**src/rtl/imem_loadable.sv**
```systemverilog
// imem_loadable: instruction memory that clears itself to NOP, accepts a streamed program,
// then serves registered fetches with misalignment and out-of-range fault substitution.
module imem_loadable #(
   parameter int INS_WIDTH = 32,
   parameter int INS_DEPTH = 64,
   parameter int ADDR_WIDTH = 32,
   parameter logic [INS_WIDTH-1:0] NOP_WORD = 32'h00000013
) (
   input  logic                         clk,
   input  logic                         reset,
   input  logic                         ld_valid,
   output logic                         ld_ready,
   input  logic [INS_WIDTH-1:0]         ld_data,
   input  logic                         ld_last,
   input  logic                         fetch_en,
   input  logic [ADDR_WIDTH-1:0]        fetch_addr,
   output logic [INS_WIDTH-1:0]         instruction_out,
   output logic                         inst_valid,
   output logic                         fault,
   output logic                         mem_ready,
   output logic [$clog2(INS_DEPTH):0]   load_count
);
   localparam int AW = $clog2(INS_DEPTH);
   localparam int CW = AW + 1;
   typedef enum logic [1:0] {CLEAR, LOAD, RUN} state_t;
   state_t state;
   logic [INS_WIDTH-1:0] mem [INS_DEPTH];
   logic [AW-1:0] clr_ptr, ld_ptr;
   logic [ADDR_WIDTH-3:0] idx;
   logic bad, accept, done, serve;
   assign idx = fetch_addr[ADDR_WIDTH-1:2];
   // the range check uses every index bit so high addresses never alias onto low words
   assign bad = (fetch_addr[1:0] != 2'b00) || (idx >= (ADDR_WIDTH-2)'(INS_DEPTH));
   assign accept = reset && state == LOAD && ld_valid && ld_ready;
   assign done = ld_last || ld_ptr == '1;
   assign serve = state == RUN && fetch_en;
   always_ff @(posedge clk) begin
      if (reset && state == CLEAR) mem[clr_ptr] <= NOP_WORD;
      else if (accept) mem[ld_ptr] <= ld_data;
   end
   always_ff @(posedge clk) begin
      if (!reset) begin
         state <= CLEAR;
         clr_ptr <= '0;
         ld_ptr <= '0;
         ld_ready <= 1'b0;
         instruction_out <= NOP_WORD;
         inst_valid <= 1'b0;
         fault <= 1'b0;
         mem_ready <= 1'b0;
         load_count <= '0;
      end else begin
         inst_valid <= serve;
         fault <= serve && bad;
         if (serve) instruction_out <= bad ? NOP_WORD : mem[idx[AW-1:0]];
         if (state == CLEAR) begin
            clr_ptr <= clr_ptr + AW'(1);
            if (clr_ptr == '1) begin
               state <= LOAD;
               ld_ready <= 1'b1;
            end
         end
         if (accept) begin
            ld_ptr <= ld_ptr + AW'(1);
            load_count <= load_count + CW'(1);
            if (done) begin
               state <= RUN;
               ld_ready <= 1'b0;
               mem_ready <= 1'b1;
            end
         end
      end
   end
endmodule

```
**config.mk**
```make
export PLATFORM = sky130hd
export DESIGN_NAME = imem_loadable
export DESIGN_NICKNAME = d
export VERILOG_FILES = /design/src/rtl/imem_loadable.sv
export SDC_FILE = /design/constraint.sdc
export NUM_CORES = 2
export LEC_CHECK = 0
export BUFFER_PORTS_ARGS = -buffer_cell sky130_fd_sc_hd__buf_2
export CAP_MARGIN = 20
export CORE_MARGIN = 2
export CORE_UTILIZATION = 45
export CTS_CLUSTER_DIAMETER = 80
export DETAILED_ROUTE_END_ITERATION = 10
export PLACE_DENSITY = 0.58
export SLEW_MARGIN = 5
export SYNTH_ARGS = -nofsm -noshare
export SYNTH_HDL_FRONTEND = slang
export SYNTH_SLANG_ARGS = --single-unit
```
**constraint.sdc**
```tcl
create_clock -name clk -period 6.5 [get_ports clk]
set_input_delay 1.3 -clock clk [delete_from_list [all_inputs] [get_ports clk]]
set_output_delay 1.3 -clock clk [all_outputs]
set_load 0.01 [all_outputs]
```
Yosys cells after proc, flatten, opt, wreduce, memory -nomap -nowiden
Memories as Yosys holds them, arrays and structs flattened.
Cells that the tools add are included.
Widths: inputs -> output; s select.
Word-level totals
  flip-flop bits (word level): 57
  RAM bits: 2048
  input bits: 69
  output and inout port bits: 43
  word-level logic and storage cells: 47
  memories kept: 1
Memory list
  mem: words 64, width 32, rd ports 1, clocked after memory_dff 0, write ports 1, RTL line 27  | logic [INS_WIDTH-1:0] mem [INS_DEPTH];
Operators by class
  add/subtract/negate cells: 3
  magnitude comparators: 1
  equality and inequality tests: 4
  multiplexer cells: 17
  reduce and logical (&&, ||, !) cells: 12
Operators with widths (number)
  $mux 32: 2
  $reduce_or 32->1: 1
  $ge 30x7->1 const B: 1
  $add 6x1->6 const B: 2
  $eq 6x6->1 const B: 2
  $mux 1: 10
  $mux 2: 4
  $add 7x1->7 const B: 1
  $logic_and 1x1->1: 6
  $mux 6: 1
  $eq 2x1->1 const B: 1
  $eq 2x2->1 const B: 1
  $logic_not 2->1: 1
  $logic_or 1x1->1: 2
  $reduce_and 2->1: 1
  $reduce_bool 2->1: 1

Longest topological paths before layout
  depth after elaboration: 9
  depth in mapped cells: 12
  gate-level depth less buffers: 6

Least setup slack after synthesis
Ideal clock, no wire load.
  path kind: input-to-reg
  start: input port reset
  end: memory mem[32][0] (enable)
  library setup time: 421 ps
  data arrival time: 3993 ps
  required time: 6079 ps
  slack: 2086 ps
  stages: 8
  buffers on the path: 2
  cell sequence: buf_6 nand2_1 or3_1 clkbuf_1 or3_1 o31ai_1 nand2_1 nor2_1
Between the ends
  cells in the longest elaborated chain, start to end: 8
  elaborated cells between the ends (all ways): 12
  classes of those cells: mux: 7; reduce/logical: 5
RTL lines
  from (decl): RTL line 10  | input logic reset,
  $logic_and 1x1->1 (3 in series): RTL line 34  | assign accept = reset && state == LOAD && ld_valid && ld_ready;
  $mux 1: RTL line 39  | else if (accept) mem[ld_ptr] <= ld_data;
  $mux 1: RTL line 38  | if (reset && state == CLEAR) mem[clr_ptr] <= NOP_WORD;
  $mux 1 (implied by the code): RTL line 39
  $reduce_or 32->1 (no line)
  $mux 6 (no line) / $mux 1 (equally long branches)
  to (decl): RTL line 27
Parallel ways exist; a longest one is shown, timed or not.

Worst setup path after layout
  start: input port fetch_addr[2]
  end: register instruction_out[27]
Between the ends
  cells in the longest elaborated chain, start to end: 3
  elaborated cells between the ends (all ways): 4
  classes of those cells: order compare: 1; mux: 1; reduce/logical: 1; memory: 1
RTL lines
  from (decl): RTL line 16  | input logic [ADDR_WIDTH-1:0] fetch_addr,
  $ge 30x7->1: RTL line 33  | assign bad = (fetch_addr[1:0] != 2'b00) || (idx >= (ADDR_WIDTH-2)'(INS_DEPTH));
  $logic_or 1x1->1: RTL line 33
  $mux 32 *: RTL line 55  | if (serve) instruction_out <= bad ? NOP_WORD : mem[idx[AW-1:0]];
  to (signal assigned): RTL line 55
  to (decl): RTL line 17  | output logic [INS_WIDTH-1:0] instruction_out,
Mark *: on every way between the ends. The rest lies on a longest branch, timed or not.
A chain may end at the register's enable or synchronous reset.

==> results.ini <==
[grt]
grt_pass1_vias=40500
overflow=0
antenna_found_initial=9
grt_pass1_wl_microns=318000
grt.total_usage_pct=24.6
grt_max_degree=117

[cells_and_area]
area_delta_synth_final_pct=14.3
drive_gt1_share_pct=23.8
fill_cells=14000
final_cells=6839
seq_area_sq_mm=0.0626
multi_input_area_sq_mm=0.0178
nets=4364

[synth]
yosysWarningCount=0
synth_edf_count=2048
synth-seq-cells=2105
synthesis.area_sq_mm=0.0812
synth_cell_types=62
synthArstFlopShare_pct=0
syn_nets=4084
ys.flop_type=edfxtp_1
avgSynthCellArea_sq_um=20.3
ys_seq_area_share_pct=77.1
syn_inst=4012

[timing]
tightest_slew_ns=1.13
clock.fmax_mhz=235
slew_violations=0
rsz0062_at_grt=no
hold_viol=0
finalSetupViolations=0
max_slew_margin_pct=24.4
whs_ns=0.456
fin_crit_sh_pct=65.4
skew_ns=0.0386
min_period_ns=4.25
fin_tns_setup_ns=0

[worst_setup_path]
crit_type=in2reg
start_kind=input port
end_kind=register
cp.arrival_ns=5.04
cp_data_required_time_ns=7.28
crit_fanout=56

[clock_tree]
cts.sinks=2105
cts_hold_buf=0
cts.path.max_buffers=3
clk_pin_slew_ns=0.06
clock_latency_ns=0.85
post_cts_resize_count=0
cts_tree=built
cts_buffers=212
ctsHtreeMaxLevel=4
postCtsSetupBuffers=0
cts_root_buffer=clkbuf_16

[pwr]
swShare_pct=20.9
p_sw_mw=5.77
combPwrFrac_pct=3.4
peakVddDrop_v=0.000280
pwr-share-clk_pct=43.2
cellPowerDensity_mw_per_mm2=297
leakage_nw=27.9
p_int_mw=21.8
p_seq_share_pct=53.4

[drt]
drt-initial-drc-count=4989
wl_met2_microns=111000
viasPerCell=6.03
wl_met3_microns=15000
num_vias=41200
first_pass_iters=7
top_layer=met5
wl_met1_microns=93600
drt-wirelength-per-cell_microns=33.2
remaining_drc_errors=0
drt_wl_total_microns=227000
drtAntennaViolNets=0

[placed_design]
globalplace.congestion=0.879
place_inst=6427
dp_hpwl_microns=145000
io_buffer_count=111

[floorplanning]
die_h_microns=429
start_util_pct=45.4
ioPinCount=112
die_w_microns=429
core_area_sq_mm=0.179
rows=155
fp.dieArea_sq_mm=0.184

[run]
drv_cap=0

[run_status]
outcome=finished, final reports clean

[hold_path]
hp-class=reg2reg

==> power by group through the flow <==
stage / sequential [mW] / combinational, mW / clock, mW
global route: 14.7 / 0.988 / 12.6
finish: 14.7 / 0.948 / 11.9
CTS: 14.7 / 0.950 / 12.1
global placement: 15.0 / 0.938 / 0
floorplan: 15.0 / 0.608 / 0
detailed placement: 15.0 / 0.948 / 0
==> cells by family (layout without fill, tap and decap cells) <==
group           after synthesis  count (layout)  share of synthesized area (%)
buf+inv                     235             699                           1.77
other cells                   0               8                              0
xor+xnor                     12              12                          0.129
simple gates                479             479                           2.90
fa+ha+maj                     3               3                         0.0462
mux                         732             732                           14.2
compound gates              446             446                           3.83
flops                      2105            2105                           77.1
==> synth_stat cells, drive strengths merged (5+ instances only) <==
cell / count / area, sq um
a2111oi: 6 / 52.6
a211oi: 27 / 203
a21boi: 5 / 37.5
a21oi: 65 / 325
a221o: 19 / 194
a221oi: 58 / 508
a22oi: 126 / 946
a311oi: 5 / 43.8
a31oi: 5 / 31.3
and2: 49 / 307
buf: 130 / 952
clkbuf: 95 / 420
dfxtp: 57 / 1140
edfxtp: 2048 / 61500
mux2: 10 / 113
mux2i: 386 / 3860
mux4: 336 / 7590
nand2: 159 / 597
nand2b: 13 / 81.3
nand3: 35 / 175
nand4: 26 / 163
nor2: 95 / 357
nor2b: 20 / 125
nor3: 23 / 120
nor4: 33 / 238
o2111ai: 5 / 43.8
o21a: 5 / 37.5
o21ai: 75 / 375
o221ai: 6 / 52.6
o22ai: 32 / 200
or3: 9 / 56.3
or4: 7 / 60.1
xnor2: 11 / 96.3
==> stage by stage <==
stage	setup slack (ns)	util (%)	area [sq um]	total power [mW]
2_1_floorplan	2.09	-	81200	15.6
3_3_place_gp	1.31	47.6	85200	15.9
3_5_place_dp	1.40	48.0	85900	16.0
4_1_cts	2.29	51.8	92700	27.8
5_1_grt	2.12	51.9	92800	28.3
6_report	2.25	51.9	92800	27.6
==> flip-flops by register name, indices dropped and copies added (netlist names) <==
signal,cells
state,2
ld_ready,1
inst_valid,1
clr_ptr,6
mem_ready,1
instruction_out,32
ld_ptr,6
load_count,7
fault,1
mem,2048
==> placed cells by master (no fill, tap or decap), types with 50 or more instances in the layout <==
cell / synthesis / final
mux2i_1: 386 / 386
nor2_4: 0 / 65
a21oi_1: 65 / 65
a221oi_1: 58 / 58
clkbuf_16: 0 / 214
dfxtp_1: 57 / 57
a22oi_1: 126 / 126
o21ai_0: 74 / 74
buf_4: 41 / 136
mux4_2: 331 / 331
buf_2: 50 / 107
edfxtp_1: 2048 / 2048
clkinv_1: 1 / 51
clkbuf_1: 88 / 50
nand2_1: 159 / 159
==> routing by layer <==
metal / up-vias / track usage (%)
met1: 22100 / 34.2
met2: 1576 / 40.1
met5: - / 0
met3: 303 / 3.90
li1: 17200 / -
met4: 2 / 7.41
==> final timing paths <==
check | start | to | slack (ns) | cells past startpoint
worst min-delay path | instruction_out[12] | instruction_out[12] | 0.46 | 2
worst max register to register | state[0] | mem[5][21] | 2.66 | 6
worst min register to register | instruction_out[12] | instruction_out[12] | 0.46 | 2
worst max-delay path | fetch_addr[2] | instruction_out[27] | 2.25 | 10
==> layout make-up <==
class                   instances  share of cell area (%)
well taps                    2355                    3.17
repair buffers                296                    2.84
diodes                          8                  0.0216
clock inverters               125                    1.22
inverters                       5                  0.0202
clock buffers                 273                    6.10
flip-flops and latches       2105                    67.5
multi-input cells            1672                    19.2
==> critical path, cell delays in order <==
cell	delay [ns]
buf_8	0.53
buf_12	0.38
buf_4	0.40
mux2i_1	0.12
a221oi_1	0.67
nor3_1	0.23
nor4_1	0.75
buf_4	0.26
nand4_1	0.09
nand2_1	0.12
No activity file was read; power rests on OpenSTA's default activity.
